## config.mk

```make
export PLATFORM = sky130hd
export DESIGN_NAME = pipeline_hazard_ctrl_flat
export DESIGN_NICKNAME = d
export VERILOG_FILES = /design/src/rtl/pipeline_pkg.sv /design/src/rtl/pipeline_hazard_ctrl_if.sv /design/src/rtl/hazard_detect.sv /design/src/rtl/pipeline_hazard_ctrl.sv /design/src/flat_wrapper.sv
export SDC_FILE = /design/constraint.sdc
export NUM_CORES = 1
export LEC_CHECK = 0
export ABC_AREA = 0
export CORE_ASPECT_RATIO = 0.6
export CORE_MARGIN = 2
export CORE_UTILIZATION = 21
export CTS_BUF_LIST = sky130_fd_sc_hd__clkbuf_2 sky130_fd_sc_hd__clkbuf_4 sky130_fd_sc_hd__clkbuf_8
export CTS_CLUSTER_DIAMETER = 40
export DETAILED_ROUTE_END_ITERATION = 10
export PLACE_DENSITY_LB_ADDON = 0.1
export SLEW_MARGIN = 10
export SYNTH_ARGS = -nofsm -noshare
export SYNTH_HDL_FRONTEND = slang
export SYNTH_SLANG_ARGS = --single-unit
```

## constraint.sdc

```tcl
create_clock -name Clock -period 1.3 [get_ports Clock]
set_clock_uncertainty 0.1 [all_clocks]
set_input_delay 0.13 -clock Clock [delete_from_list [all_inputs] [get_ports Clock]]
set_output_delay 0.13 -clock Clock [all_outputs]
set_load 0.005 [all_outputs]
```

## src/rtl/pipeline_pkg.sv

```systemverilog
// Shared constants for the RV32I pipeline control slice: opcodes, IF/ID select
// encodings, the NOP word and the hazard-controller FSM state encoding.
package pipeline_pkg;

    localparam logic [6:0] OPC_R     = 7'b0110011;
    localparam logic [6:0] OPC_I_ALU = 7'b0010011;
    localparam logic [6:0] OPC_LOAD  = 7'b0000011;
    localparam logic [6:0] OPC_S     = 7'b0100011;
    localparam logic [6:0] OPC_B     = 7'b1100011;
    localparam logic [6:0] OPC_JAL   = 7'b1101111;
    localparam logic [6:0] OPC_JALR  = 7'b1100111;
    localparam logic [6:0] OPC_LUI   = 7'b0110111;
    localparam logic [6:0] OPC_AUIPC = 7'b0010111;

    typedef logic [1:0] if_sel_t;
    localparam if_sel_t IF_SEL_FETCH  = 2'b00;
    localparam if_sel_t IF_SEL_NOP    = 2'b01;
    localparam if_sel_t IF_SEL_FREEZE = 2'b10;

    // ADD x0,x0,x0
    localparam logic [31:0] NOP_WORD = 32'h0000_0033;

    typedef logic [1:0] ctrl_state_t;
    localparam ctrl_state_t ST_RUN   = 2'd0;
    localparam ctrl_state_t ST_STALL = 2'd1;
    localparam ctrl_state_t ST_FLUSH = 2'd2;

    function automatic logic uses_rs1(input logic [6:0] opc);
        return !((opc == OPC_LUI) || (opc == OPC_AUIPC) || (opc == OPC_JAL));
    endfunction

    function automatic logic uses_rs2(input logic [6:0] opc);
        return (opc == OPC_R) || (opc == OPC_S) || (opc == OPC_B);
    endfunction

endpackage

```

## src/rtl/pipeline_hazard_ctrl_if.sv

```systemverilog
// Bundle between the hazard controller and the IF/ID/EX datapath: hazard
// sources from ID/EX in, fetch-stage and ID/EX control out.
interface pipeline_hazard_ctrl_if;
    import pipeline_pkg::*;

    logic [31:0] Instruction_Register_ID;
    logic [4:0]  Rd_EX;
    logic        Mem_Read_EX;
    logic        Branch_Taken_EX;
    logic [31:0] Branch_Target_EX;

    logic        Do_Stall;
    logic        Is_Branch_Taken;
    if_sel_t     MUX_IF_PM;
    logic [31:0] Jump_Address;
    logic        Bubble_EX;

    modport master (
        input  Instruction_Register_ID, Rd_EX, Mem_Read_EX,
               Branch_Taken_EX, Branch_Target_EX,
        output Do_Stall, Is_Branch_Taken, MUX_IF_PM, Jump_Address, Bubble_EX
    );

    modport slave (
        output Instruction_Register_ID, Rd_EX, Mem_Read_EX,
               Branch_Taken_EX, Branch_Target_EX,
        input  Do_Stall, Is_Branch_Taken, MUX_IF_PM, Jump_Address, Bubble_EX
    );

endinterface

```

## src/rtl/hazard_detect.sv

```systemverilog
// Load-use hazard decode: flags an ID instruction that reads the register an
// EX-stage load is about to write.
module hazard_detect
    import pipeline_pkg::*;
(
    input  logic [31:0] instr,
    input  logic [4:0]  rd_ex,
    input  logic        mem_read_ex,
    output logic        hazard
);

    logic [6:0] opc;
    logic [4:0] rs1;
    logic [4:0] rs2;
    logic       use_rs1;
    logic       use_rs2;
    logic       unused_instr_bits;

    assign opc     = instr[6:0];
    assign rs1     = instr[19:15];
    assign rs2     = instr[24:20];
    assign use_rs1 = uses_rs1(opc);
    assign use_rs2 = uses_rs2(opc);

    // funct/immediate/rd fields play no part in the dependency check
    assign unused_instr_bits = ^{instr[31:25], instr[14:7]};

    assign hazard = mem_read_ex & (rd_ex != 5'd0) &
                    ((use_rs1 & (rs1 == rd_ex)) | (use_rs2 & (rs2 == rd_ex)));

endmodule

```

## src/rtl/pipeline_hazard_ctrl.sv

```systemverilog
// Pipeline hazard controller: load-use stall and EX redirect/flush sequencing
// with Mealy outputs. Optional perf counters via PIPELINE_PERF_COUNTERS_EN.
module pipeline_hazard_ctrl
    import pipeline_pkg::*;
#(
    parameter int LOAD_USE_STALL      = 1,
    parameter int BRANCH_FLUSH_CYCLES = 1
)(
    input  logic Clock,
    input  logic Reset,
    pipeline_hazard_ctrl_if.master ctrl
`ifdef PIPELINE_PERF_COUNTERS_EN
    ,
    output logic [31:0] Stall_Count,
    output logic [31:0] Flush_Count
`endif
);

    localparam bit          STALL_EN   = (LOAD_USE_STALL > 1);
    localparam bit          FLUSH_EN   = (BRANCH_FLUSH_CYCLES > 1);
    localparam logic [1:0]  STALL_LAST = 2'(LOAD_USE_STALL - 2);
    localparam logic [1:0]  FLUSH_LAST = 2'(BRANCH_FLUSH_CYCLES - 2);

    ctrl_state_t state;
    ctrl_state_t state_nxt;
    logic [1:0]  cnt;
    logic        cnt_clr;
    logic        cnt_inc;
    logic        hazard;

    logic        do_stall;
    logic        is_branch_taken;
    if_sel_t     mux_sel;
    logic [31:0] jump_address;
    logic        bubble_ex;

    hazard_detect u_hazard_detect (
        .instr       (ctrl.Instruction_Register_ID),
        .rd_ex       (ctrl.Rd_EX),
        .mem_read_ex (ctrl.Mem_Read_EX),
        .hazard      (hazard)
    );

    // Outputs are forced low while Reset is held so a live hazard cannot leak out
    always_comb begin
        do_stall        = 1'b0;
        is_branch_taken = 1'b0;
        mux_sel         = IF_SEL_FETCH;
        jump_address    = 32'd0;
        bubble_ex       = 1'b0;
        state_nxt       = state;
        cnt_clr         = 1'b0;
        cnt_inc         = 1'b0;

        if (Reset) begin
            if (state == ST_FLUSH) begin
                do_stall = 1'b1;
                mux_sel  = IF_SEL_NOP;
                if (cnt == FLUSH_LAST) state_nxt = ST_RUN;
                else                   cnt_inc   = 1'b1;
            end else if (ctrl.Branch_Taken_EX) begin
                is_branch_taken = 1'b1;
                jump_address    = ctrl.Branch_Target_EX;
                mux_sel         = IF_SEL_NOP;
                bubble_ex       = 1'b1;
                state_nxt       = FLUSH_EN ? ST_FLUSH : ST_RUN;
                cnt_clr         = 1'b1;
            end else if ((state == ST_STALL) || hazard) begin
                do_stall  = 1'b1;
                mux_sel   = IF_SEL_FREEZE;
                bubble_ex = 1'b1;
                if (state == ST_STALL) begin
                    if (cnt == STALL_LAST) state_nxt = ST_RUN;
                    else                   cnt_inc   = 1'b1;
                end else begin
                    state_nxt = STALL_EN ? ST_STALL : ST_RUN;
                    cnt_clr   = 1'b1;
                end
            end
        end
    end

    always_ff @(posedge Clock or negedge Reset) begin
        if (!Reset) begin
            state <= ST_RUN;
            cnt   <= 2'd0;
        end else begin
            state <= state_nxt;
            if (cnt_clr)
                cnt <= 2'd0;
            else if (cnt_inc)
                cnt <= (cnt == 2'b11) ? cnt : cnt + 2'd1;
        end
    end

    assign ctrl.Do_Stall        = do_stall;
    assign ctrl.Is_Branch_Taken = is_branch_taken;
    assign ctrl.MUX_IF_PM       = mux_sel;
    assign ctrl.Jump_Address    = jump_address;
    assign ctrl.Bubble_EX       = bubble_ex;

`ifdef PIPELINE_PERF_COUNTERS_EN
    always_ff @(posedge Clock or negedge Reset) begin
        if (!Reset) begin
            Stall_Count <= 32'd0;
            Flush_Count <= 32'd0;
        end else begin
            if (do_stall && (mux_sel == IF_SEL_FREEZE))
                Stall_Count <= Stall_Count + 32'd1;
            if (mux_sel == IF_SEL_NOP)
                Flush_Count <= Flush_Count + 32'd1;
        end
    end
`endif

endmodule
```

## src/flat_wrapper.sv

```systemverilog
// flat-port wrapper written by rule: the top's interface ports become plain ports
module pipeline_hazard_ctrl_flat import pipeline_pkg::*;
#(
    parameter int LOAD_USE_STALL      = 1,
    parameter int BRANCH_FLUSH_CYCLES = 1
)
  (Clock, Reset, ctrl_Instruction_Register_ID, ctrl_Rd_EX, ctrl_Mem_Read_EX, ctrl_Branch_Taken_EX, ctrl_Branch_Target_EX, ctrl_Do_Stall, ctrl_Is_Branch_Taken, ctrl_MUX_IF_PM, ctrl_Jump_Address, ctrl_Bubble_EX);
  pipeline_hazard_ctrl_if ctrl_i ();
  input  logic Clock;
  input  logic Reset;
  input wire logic [$bits(ctrl_i.Instruction_Register_ID)-1:0] ctrl_Instruction_Register_ID;
  input wire logic [$bits(ctrl_i.Rd_EX)-1:0] ctrl_Rd_EX;
  input wire logic [$bits(ctrl_i.Mem_Read_EX)-1:0] ctrl_Mem_Read_EX;
  input wire logic [$bits(ctrl_i.Branch_Taken_EX)-1:0] ctrl_Branch_Taken_EX;
  input wire logic [$bits(ctrl_i.Branch_Target_EX)-1:0] ctrl_Branch_Target_EX;
  output wire logic [$bits(ctrl_i.Do_Stall)-1:0] ctrl_Do_Stall;
  output wire logic [$bits(ctrl_i.Is_Branch_Taken)-1:0] ctrl_Is_Branch_Taken;
  output wire logic [$bits(ctrl_i.MUX_IF_PM)-1:0] ctrl_MUX_IF_PM;
  output wire logic [$bits(ctrl_i.Jump_Address)-1:0] ctrl_Jump_Address;
  output wire logic [$bits(ctrl_i.Bubble_EX)-1:0] ctrl_Bubble_EX;
  assign ctrl_i.Instruction_Register_ID = ctrl_Instruction_Register_ID;
  assign ctrl_i.Rd_EX = ctrl_Rd_EX;
  assign ctrl_i.Mem_Read_EX = ctrl_Mem_Read_EX;
  assign ctrl_i.Branch_Taken_EX = ctrl_Branch_Taken_EX;
  assign ctrl_i.Branch_Target_EX = ctrl_Branch_Target_EX;
  assign ctrl_Do_Stall = ctrl_i.Do_Stall;
  assign ctrl_Is_Branch_Taken = ctrl_i.Is_Branch_Taken;
  assign ctrl_MUX_IF_PM = ctrl_i.MUX_IF_PM;
  assign ctrl_Jump_Address = ctrl_i.Jump_Address;
  assign ctrl_Bubble_EX = ctrl_i.Bubble_EX;
  pipeline_hazard_ctrl #(.LOAD_USE_STALL(LOAD_USE_STALL), .BRANCH_FLUSH_CYCLES(BRANCH_FLUSH_CYCLES)) u_core (.Clock(Clock), .Reset(Reset), .ctrl(ctrl_i));
endmodule
```

==> impl_metrics.csv <==
group,metric,value,unit
clock_tree,cts_sinks,4,
timing,period_share,141,%
clock_tree,clkTransAtPathRegs,0.04,ns
power,clockPowerShare,28.7,%
yosys,synth_seq_area_share,14.2,%
finish,final_cell_mix,"buf_6, clkdlybuf4s50_1, and2_4, buf_4, buf_2",
yosys,postSynthAreaPerCell,7.49,um^2
global_routing,antenna_found_initial,0,
yosys,syn-cell-area,704,um^2
worst_setup_path,worstSetupStartpointType,"primary input",
worst_setup_path,crit_required,1.07,ns
finish,utilization,70.1,%
finish,antenna_cells,0,
worst_setup_path,reg2reg_depth,8,
timing,setup_viol,41,
power,p_leak,1.10,nW
worst_setup_path,cp_data_arrival_time,1.60,ns
finish,final_common_cell,"buf_6",
timing,fmax,0.546,GHz
worst_setup_path,cp_slowest_stage_delay,0.56,ns
floorplan,rows,16,
timing,slew-limit-headroom,73.4,%
power,power_density,405,mW/mm^2
floorplan,die_area,0.00385,mm^2
clock_tree,cts_max_level,1,
power,seqPwrFrac,13.7,%
job,cap_violations,0,
place,place.gp.congestion,0.819,
clock_tree,cts_root_buffer,"clkbuf_8",
floorplan,die_h,48.9,um
yosys,yosysWarnings,0,
timing,hold_viol_final,0,
place,io_buffers,94,
clock_tree,clock_latency,0.22,ns
floorplan,start_util,21.9,%
floorplan,core,0.00322,mm^2
clock_tree,clock_path_buffers,2,
yosys,synthesis.nets,168,
detailed_routing,antenna_left,0,
timing,layout_min_cycle_time,1.83,ns
timing,slew_violations,0,
floorplan,ios,110,
worst_setup_path,cp-end-kind,"output port",
power,ir_drop,0.296,mV
detailed_routing,dr_total_vias,1263,
global_routing,grt-ovfl-total,0,
worst_setup_path,critPathMaxFanout,3,
global_routing,grt_pass1_vias,1424,
finish,fin_nets,308,
outcome,failed_checks,"setup timing",
timing,hold_ws,0.0937,ns
global_routing,grt_pass1_wl,6.67,mm
global_routing,track_usage,21.7,%
place,place_hpwl,2.80,mm
timing,setup_ws,-0.531,ns
outcome,outcome,"complete, but fails checks",
detailed_routing,wl_per_cell,15.5,um
global_routing,grt_max_degree,14,
worst_setup_path,slowest_stage,"or4_4",
finish,drive_gt1_share,62.1,%
power,power_frac_comb,57.6,%
timing,rsz0062_at_grt,"yes",
yosys,ys_types,33,
yosys,ys_ff_latch,4,
yosys,netlist_instances,94,
clock_tree,tritoncts,"yes",
power,switching_power,0.237,mW
timing,tns,-14.09,ns
worst_setup_path,critPathKind,"primary input to output port",
power,p_int,0.678,mW
detailed_routing,drtIter0Drc,45,
finish,syn_to_final_growth,221,%
detailed_routing,drc,0,
clock_tree,cts_hold_buffers,0,
min_path,hold_class,"primary input to asynchronous set/reset pin",
detailed_routing,routed_wl,4.31,mm
clock_tree,tritoncts.num_buffers,3,
floorplan,fp.dieW,78.8,um
timing,worst_pin_slew,0.397,ns
detailed_routing,first_pass_iters,4,
detailed_routing,vias_per_cell,4.56,
worst_setup_path,cp_cell_sequence,"clkbuf_2, or4_4, o21ai_4, a21oi_4, buf_6, o311a_1, buf_2",
power,sw_frac_of_total,25.9,%
Yosys cell counts:
master    number  area, um^2
o21ai_2        1        8.76
xor2_1         7        61.3
nor3_1         1        5.00
dfrtp_1        4         100
a21boi_0       1        7.51
a31oi_1        1        6.26
o21ai_1        2        10.0
xnor2_2        1        16.3
a211oi_1       1        7.51
xnor2_1        2        17.5
or4_1          1        7.51
a22oi_1        1        7.51
or4_4          1        11.3
nor2_1         1        3.75
nand2_1        3        11.3
clkbuf_1       4        15.0
nand4_1        2        12.5
ha_1           1        12.5
mux2i_1        1        10.0
and2_1        32         200
nor3b_2        1        12.5
nand3_1        4        20.0
o21a_1         2        15.0
o31ai_1        1        7.51
a41o_1         1        10.0
nor2b_1        1        6.26
and3_1         3        18.8
o211ai_1       1        7.51
nand2b_1       2        12.5
o21ai_0        5        25.0
o311a_1        1        10.0
inv_1          3        11.3
a21oi_4        1        16.3
power groups by stage:
stage / clock network (mW) / registers [mW] / logic [mW]
after CTS: 0.261 / 0.125 / 0.469
after global routing: 0.279 / 0.125 / 0.561
final: 0.262 / 0.125 / 0.527
after detailed placement: 0 / 0.127 / 0.407
after floorplan: 0 / 0.127 / 0.100
after global placement: 0 / 0.127 / 0.401
flip-flops by register name (all words and copies together), names as in the netlist:
name,cells
u_core.cnt,2
u_core.state,2
cells by family (layout without fill, tap and decap cells):
| family | Yosys count | count (layout) | synth area share [%] |
|---|---|---|---|
| adders and majority gates | 1 | 1 | 1.78 |
| AOI/OAI and AO/OA | 19 | 19 | 19.7 |
| xor gates and xnor gates | 10 | 10 | 13.5 |
| muxes | 1 | 1 | 1.42 |
| DFF | 4 | 4 | 14.2 |
| and+or+nand+nor | 52 | 56 | 45.6 |
| buffers and inverters | 7 | 141 | 3.73 |
worst max-delay path, delay by kind of cell:
| kind | cells | cell delay, ns |
|---|---|---|
| AND/OR/NAND/NOR | 1 | 0.56 |
| AO/OA/AOI/OAI | 3 | 0.54 |
| buffers and inverters | 3 | 0.38 |
metal layers:
layer / wire length [um] / track usage (%)
met1: 1810 / 28.1
met2: 2160 / 37.3
met3: 322 / 5.56
met4: 16 / 2.92
met5: 0 / 0
timing repair:
item                       4_1_cts  5_1_grt
setup endpoints to repair       41       41
gates resized for setup        269       51
setup buffers                   25        5
pin swaps                       45       18
gates cloned                     4        0
area by class of cell:
cell class | count | area, um^2
timing repair buffer | 135 | 1290
clock buffer | 3 | 41.3
fill | 246 | 962
tap | 45 | 56.3
inverter | 3 | 11.3
multi-input combinational | 87 | 764
sequential | 4 | 100
stage by stage:
stage / worst slack [ns] / cell area [um^2] / total power [mW] / cells
6_report: -0.531 / 2260 / 0.915 / 277
3_5_place_dp: -1.19 / 1810 / 0.534 / 244
3_3_place_gp: -1.17 / 1810 / 0.528 / 244
4_1_cts: -0.629 / 2080 / 0.854 / 275
2_1_floorplan: -0.131 / 729 / 0.227 / 94
5_1_grt: -0.570 / 2260 / 0.965 / 277
worst paths after layout:
kind                                         to  slack [ns]            start
worst max-delay path             ctrl_Bubble_EX       -0.53    ctrl_Rd_EX[4]
worst min-delay path            u_core.state[1]        0.09            Reset
worst max register to register    u_core.cnt[1]       -0.27  u_core.state[0]
worst min register to register    u_core.cnt[1]        0.49    u_core.cnt[1]
max in group asynchronous         u_core.cnt[1]        0.85            Reset
min in group Clock                u_core.cnt[1]        0.49    u_core.cnt[1]
(Power assumes the default switching activity.)
